## config.mk

```make
export PLATFORM = sky130hd
export DESIGN_NAME = uart_point_decoder
export DESIGN_NICKNAME = d
export VERILOG_FILES = /design/src/rtl/uart_point_decoder.sv
export SDC_FILE = /design/constraint.sdc
export NUM_CORES = 1
export LEC_CHECK = 0
export ABC_AREA = 1
export CORE_ASPECT_RATIO = 1.2
export CORE_MARGIN = 8
export CORE_UTILIZATION = 40
export CTS_CLUSTER_DIAMETER = 150
export DETAILED_ROUTE_END_ITERATION = 8
export GPL_TIMING_DRIVEN = 0
export PLACE_DENSITY = 0.63
export SETUP_SLACK_MARGIN = 0.4
export SLEW_MARGIN = 20
export SYNTH_ARGS = -nofsm -noshare
export SYNTH_HDL_FRONTEND = slang
export SYNTH_SLANG_ARGS = --single-unit
```

## constraint.sdc

```tcl
create_clock -name i_Clock -period 2 [get_ports i_Clock]
set_input_delay 0.4 -clock i_Clock [delete_from_list [all_inputs] [get_ports i_Clock]]
set_output_delay 0.4 -clock i_Clock [all_outputs]
set_load 0.05 [all_outputs]
```

## src/rtl/uart_point_decoder.sv

```systemverilog
// Assembles 8-byte vector-point frames from the uart_rx byte stream and
// presents checksum-validated points on a one-entry valid/ready holding register.
module uart_point_decoder #(
  parameter logic [7:0] SYNC_BYTE    = 8'hA5,
  parameter int         TIMEOUT_CLKS = 2000,
  parameter int         CNT_W        = 16
) (
  input  logic             i_Clock,
  input  logic             i_Rst_L,
  input  logic             i_Rx_DV,
  input  logic [7:0]       i_Rx_Byte,
  output logic             o_Pt_Valid,
  input  logic             i_Pt_Ready,
  output logic [11:0]      o_Pt_X,
  output logic [11:0]      o_Pt_Y,
  output logic [7:0]       o_Pt_R,
  output logic [7:0]       o_Pt_G,
  output logic [7:0]       o_Pt_B,
  output logic             o_Frame_Err,
  output logic             o_Overflow,
  output logic [CNT_W-1:0] o_Frame_Count
);

  localparam int TO_W = $clog2(TIMEOUT_CLKS);
  localparam logic [TO_W-1:0] TO_LAST = TO_W'(TIMEOUT_CLKS - 1);

  typedef enum logic [1:0] {HUNT, PAYLOAD, CHECK} state_t;

  state_t          state;
  logic [2:0]      idx;
  logic [7:0]      acc;
  logic [TO_W-1:0] to_cnt;
  logic [11:0]     sh_x;
  logic [11:0]     sh_y;
  logic [7:0]      sh_r;
  logic [7:0]      sh_g;
  logic [7:0]      sh_b;

  logic accept;
  logic timeout;

  assign accept  = o_Pt_Valid & i_Pt_Ready;
  // A byte arriving on the last permitted clock beats the timeout.
  assign timeout = (state != HUNT) && !i_Rx_DV && (to_cnt == TO_LAST);

  always_ff @(posedge i_Clock) begin
    if (!i_Rst_L) begin
      state         <= HUNT;
      idx           <= 3'd0;
      acc           <= 8'h00;
      to_cnt        <= '0;
      sh_x          <= 12'h000;
      sh_y          <= 12'h000;
      sh_r          <= 8'h00;
      sh_g          <= 8'h00;
      sh_b          <= 8'h00;
      o_Pt_Valid    <= 1'b0;
      o_Pt_X        <= 12'h000;
      o_Pt_Y        <= 12'h000;
      o_Pt_R        <= 8'h00;
      o_Pt_G        <= 8'h00;
      o_Pt_B        <= 8'h00;
      o_Frame_Err   <= 1'b0;
      o_Overflow    <= 1'b0;
      o_Frame_Count <= '0;
    end else begin
      // NOTE: pulse defaults first; a later non-blocking assignment in this
      // block overrides them, so each pulse lasts exactly one cycle.
      o_Frame_Err <= 1'b0;
      o_Overflow  <= 1'b0;
      if (accept) o_Pt_Valid <= 1'b0;

      if (i_Rx_DV || state == HUNT) to_cnt <= '0;
      else                          to_cnt <= to_cnt + TO_W'(1);

      case (state)
        HUNT: begin
          if (i_Rx_DV && i_Rx_Byte == SYNC_BYTE) begin
            state <= PAYLOAD;
            idx   <= 3'd1;
            acc   <= 8'h00;
          end
        end

        PAYLOAD: begin
          if (i_Rx_DV) begin
            acc <= acc ^ i_Rx_Byte;
            idx <= idx + 3'd1;
            case (idx)
              3'd1:    sh_x[11:4] <= i_Rx_Byte;
              3'd2:    {sh_x[3:0], sh_y[11:8]} <= i_Rx_Byte;
              3'd3:    sh_y[7:0] <= i_Rx_Byte;
              3'd4:    sh_r <= i_Rx_Byte;
              3'd5:    sh_g <= i_Rx_Byte;
              default: sh_b <= i_Rx_Byte;
            endcase
            if (idx == 3'd6) state <= CHECK;
          end else if (timeout) begin
            o_Frame_Err <= 1'b1;
            state       <= HUNT;
          end
        end

        CHECK: begin
          if (i_Rx_DV) begin
            state <= HUNT;
            if (i_Rx_Byte == acc) begin
              // The slot is free if empty or being drained on this very edge.
              if (!o_Pt_Valid || accept) begin
                o_Pt_Valid    <= 1'b1;
                o_Pt_X        <= sh_x;
                o_Pt_Y        <= sh_y;
                o_Pt_R        <= sh_r;
                o_Pt_G        <= sh_g;
                o_Pt_B        <= sh_b;
                o_Frame_Count <= o_Frame_Count + CNT_W'(1);
              end else begin
                o_Overflow <= 1'b1;
              end
            end else begin
              o_Frame_Err <= 1'b1;
            end
          end else if (timeout) begin
            o_Frame_Err <= 1'b1;
            state       <= HUNT;
          end
        end

        default: state <= HUNT;
      endcase
    end
  end

endmodule

```

==> tab_implementation.tex <==
\begin{tabular}{lr}
\hline
Metric & Value \\
\hline
\multicolumn{2}{l}{\textbf{Critical path}} \\
\quad Crit path kind & reg2out \\
\quad Slowest stage cell, crit path & sky130\_fd\_sc\_hd\_\_dfxtp\_1 \\
\quad First element of the critical path & o\_Frame\_Count[3]\$\_SDFFE\_PN0P\_ \\
\quad Data arrival time of the critical path & 1.16 ns \\
\quad Peak per-stage delay on the critical path & 0.43 ns \\
\quad Critical-path cell list & buf\_2 \\
\quad Top delay family on crit path & flip-flops \\
\quad Kind of capture point of the worst setup path & primary output \\
\quad Critical Path Start Type & flip-flop \\
\quad Largest fanout on the critical path & 6 \\
\quad Reg-to-reg setup timing slack & 0.47 ns \\
\quad Buf/Inv on CP & 1 \\
\quad Reg2Reg Launch Point & acc[5]\$\_SDFFE\_PN0P\_ \\
\quad Endpoint required time on the critical path & 1.60 ns \\
\multicolumn{2}{l}{\textbf{Yosys}} \\
\quad Warnings from Yosys & 0 \\
\quad \#FFs+latches synth & 139 \\
\quad Synth unique cells & 25 \\
\quad Biggest area consumer among synthesized cells & sky130\_fd\_sc\_hd\_\_dfxtp\_1 \\
\quad Net count after synthesis & 804 \\
\quad Async set-or-reset flop fraction in the synthesized netlist & 0 \\
\quad Post-synthesis instance area & 0.005862 mm\^{}2 \\
\quad Gate count after technology mapping & 781 \\
\quad Fraction of post-synthesis cell area in the top cell type by area & 0.4747 \\
\quad Post-synthesis average cell area & 7.506 um\^{}2 \\
\quad Top cells by count, synth & sky130\_fd\_sc\_hd\_\_nand2\_1 (172), sky130\_fd\_sc\_hd\_\_dfxtp\_1 (139), sky130\_fd\_sc\_hd\_\_a21oi\_1 (134) \\
\quad Most repeated cell in the gate-level netlist after synthesis & sky130\_fd\_sc\_hd\_\_nand2\_1 \\
\quad Sequential area share after synthesis & 0.4747 \\
\quad Dominant cells by area after synthesis & sky130\_fd\_sc\_hd\_\_dfxtp\_1 (47\%), sky130\_fd\_sc\_hd\_\_a21oi\_1 (11\%), sky130\_fd\_sc\_hd\_\_nand2\_1 (11\%) \\
\quad Number of flops mapped to enable cells by yosys & 0 \\
\quad Dominant register cell in the synthesized netlist & sky130\_fd\_sc\_hd\_\_dfxtp\_1 \\
\multicolumn{2}{l}{\textbf{Global routing}} \\
\quad Gr usage total & 0.1872 \\
\quad Number of antenna violations at the first check in global routing & 0 \\
\quad Global route overflow & 0 \\
\quad Via count of the first global-routing pass & 5404 \\
\quad Wire length of the first global-routing pass & 27860 um \\
\quad Maximum number of pins on one net before global-route repair & 17 \\
\multicolumn{2}{l}{\textbf{Place}} \\
\quad Number of buffers inserted by port buffering & 78 \\
\quad Final weighted congestion in routability-driven placement & 0.8953 \\
\quad DP HPWL & 11900 um \\
\quad Cell area after placement & 0.006867 mm\^{}2 \\
\quad Pre-CTS setup slack & -0.6960 ns \\
\multicolumn{2}{l}{\textbf{STA}} \\
\quad Unrepaired setup endpoints after global routing & true \\
\quad Worst clock skew & 0.007331 ns \\
\quad Worst slew pin tran & 0.5411 ns \\
\quad Total count of max-transition violations in the final report & 0 \\
\quad Highest clock frequency the design can meet & 639.9 MHz \\
\quad Fin. Hold Viols & 0 \\
\quad Final hold slack & 0.3310 ns \\
\quad Final worst path period need & 1.563 ns \\
\quad Final setup violating endpoints & 0 \\
\quad Final critical-path setup slack & 0.4373 ns \\
\quad Worst slew margin & 0.6393 \\
\quad Ratio of final minimum period to clock period & 0.7814 \\
\multicolumn{2}{l}{\textbf{Clock tree}} \\
\quad Maximum clock insertion buffer count & 2 \\
\quad Clock latency at the later pin of the worst-skew pair & 0.42 ns \\
\quad Clock root cell & sky130\_fd\_sc\_hd\_\_clkbuf\_16 \\
\quad Number of buffers inserted during clock tree synthesis & 17 \\
\quad Number of hold buffers added after CTS & 0 \\
\quad H-tree depth & 4 \\
\quad Sink Count & 139 \\
\quad Clk pin slew, worst setup/hold paths & 0.06 ns \\
\quad CTS tree & done \\
\multicolumn{2}{l}{\textbf{Drt}} \\
\quad ANT nets after route & 0 \\
\quad Total DRC errors in the routed layout & 0 \\
\quad Total routed wirelength & 17830 um \\
\quad Top layer used by detailed routing & met4 \\
\quad Number of iterations in the first detailed-routing pass & 5 \\
\quad Starting DRT DRC Count & 420 \\
\quad M1 wire length & 7688 um \\
\quad Via total after detailed routing & 5875 \\
\quad Routed vias/inst & 5.312 \\
\quad Detailed-routed wire length on met3 & 893 um \\
\quad Routed wire per std cell & 16.12 um \\
\quad Detailed route wirelength on metal2 & 8567 um \\
\multicolumn{2}{l}{\textbf{Outcome}} \\
\quad Status & completed \\
\multicolumn{2}{l}{\textbf{Layout}} \\
\quad Fin nets & 941 \\
\quad Diode count & 0 \\
\quad Layout cell share with drive strength beyond 1 & 0.2653 \\
\quad Post-layout instance area & 0.008300 mm\^{}2 \\
\quad Layout Area Growth over Synthesis & 41.60\% \\
\multicolumn{2}{l}{\textbf{Floorplanning}} \\
\quad Number of I/O pins & 79 \\
\quad Starting utilization of the core area & 0.4084 \\
\quad Total core area & 0.01435 mm\^{}2 \\
\quad Chip width & 126.5 um \\
\quad Total Die Area & 0.01880 mm\^{}2 \\
\quad Std cell rows & 48 \\
\quad Die height & 148.6 um \\
\multicolumn{2}{l}{\textbf{Power and ir drop}} \\
\quad Switching component of the power & 1.548 mW \\
\quad Areal power density over the cells & 793.6 mW/mm\^{}2 \\
\quad Combinational group share of total power & 0.070 \\
\quad Sequential share of power & 0.429 \\
\quad Switching share of total power & 0.2350 \\
\quad Cell leakage power & 3.096 nW \\
\quad Peak supply drop & 0.0004218 V \\
\quad Power share of the clock group & 0.501 \\
\quad Int Power & 5.039 mW \\
\multicolumn{2}{l}{\textbf{Job}} \\
\quad Max Cap Violations & 0 \\
\multicolumn{2}{l}{\textbf{Worst hold path}} \\
\quad Hold Crit Class & in2reg \\
\quad Worst hold start & i\_Rx\_Byte[7] \\
\hline
\end{tabular}
==> path summary, 6_finish.rpt <==
path | endpoint | depth (start not counted)
max | o_Frame_Count[3] | 1
min | sh_y[7]$_SDFFE_PN0P_ | 3
max reg2reg | o_Pt_G[4]$_SDFFE_PN0P_ | 9
min reg2reg | to_cnt[0]$_SDFF_PP0_ | 1
==> kinds of logic after synthesis <==
logic type	count (synthesis)	synth area share
xor+xnor	5	0.007470
fa+ha+maj	11	0.02348
buf+inv	101	0.07321
compound gates	192	0.1644
simple gates	333	0.2568
flops	139	0.4747
==> placed cells by master (no fill, tap or decap), types with 6 or more instances in the layout <==
master,count
sky130_fd_sc_hd__buf_4,33
sky130_fd_sc_hd__dfxtp_1,130
sky130_fd_sc_hd__nand2_1,164
sky130_fd_sc_hd__o21ai_0,49
sky130_fd_sc_hd__nand3_1,30
sky130_fd_sc_hd__clkbuf_8,9
sky130_fd_sc_hd__nor2_4,6
sky130_fd_sc_hd__a21oi_2,6
sky130_fd_sc_hd__buf_2,17
sky130_fd_sc_hd__nand2_2,7
sky130_fd_sc_hd__nand4_1,64
sky130_fd_sc_hd__clkbuf_4,8
sky130_fd_sc_hd__dlygate4sd2_1,7
sky130_fd_sc_hd__a21oi_1,127
sky130_fd_sc_hd__inv_2,12
sky130_fd_sc_hd__clkbuf_16,19
sky130_fd_sc_hd__clkbuf_1,9
sky130_fd_sc_hd__clkbuf_2,7
sky130_fd_sc_hd__inv_1,36
sky130_fd_sc_hd__buf_6,13
sky130_fd_sc_hd__clkdlybuf4s15_2,53
sky130_fd_sc_hd__nor2_1,40
==> flip-flops by register name, indices dropped and copies added (netlist names), 11 cells and up <==
signal         count
to_cnt            11
o_Pt_Y            12
sh_x              12
o_Pt_X            12
o_Frame_Count     16
sh_y              12
==> cell type report <==
class	count	area, um^2
inverter	54	215.2
clock buffer	22	484.2
timing repair buffer	117	1135
sequential	139	2804
multi-input combinational	542	2900
clock inverter	10	137.6
fill	1307	6053
tap	175	219.0
buffer	47	405.4
==> through the flow <==
stage          total power, mW  setup TNS [ns]  std cells    util
2_1_floorplan            3.098               0        781       -
3_3_place_gp             3.227          -43.34       1034  0.4784
3_5_place_dp             3.230          -43.43       1034  0.4784
4_1_cts                  6.555               0       1090  0.5522
5_1_grt                  6.781               0       1106  0.5783
6_report                 6.587               0       1106  0.5783
==> what timing repair did <==
action,CTS,global route
gates resized for setup,319,90
gates cloned,6,3
hold endpoints to repair,0,0
buffers inserted,18,13
pin swaps,4,16
setup endpoints to repair,195,115
==> power by group through the flow <==
stage	sequential (mW)	combinational, mW	clock, mW
5_1_grt	2.83	0.501	3.45
3_5_place_dp	2.88	0.350	0
3_3_place_gp	2.88	0.348	0
6_report	2.83	0.464	3.30
4_1_cts	2.82	0.404	3.33
2_1_floorplan	2.87	0.223	0
==> routing by layer <==
metal,vias to the layer above,global-route usage
li1,2946,-
met1,2733,0.2290
met2,154,0.2967
met3,42,0.03940
met4,0,0.1139
met5,-,0
==> worst min-delay path: cells and delay by family <==
kind / cells / cell delay [ns]
AOI/OAI and AO/OA: 1 / 0.06
buffers and inverters: 1 / 0.14
and+or+nand+nor: 1 / 0.10
(Power assumes the default switching activity.)
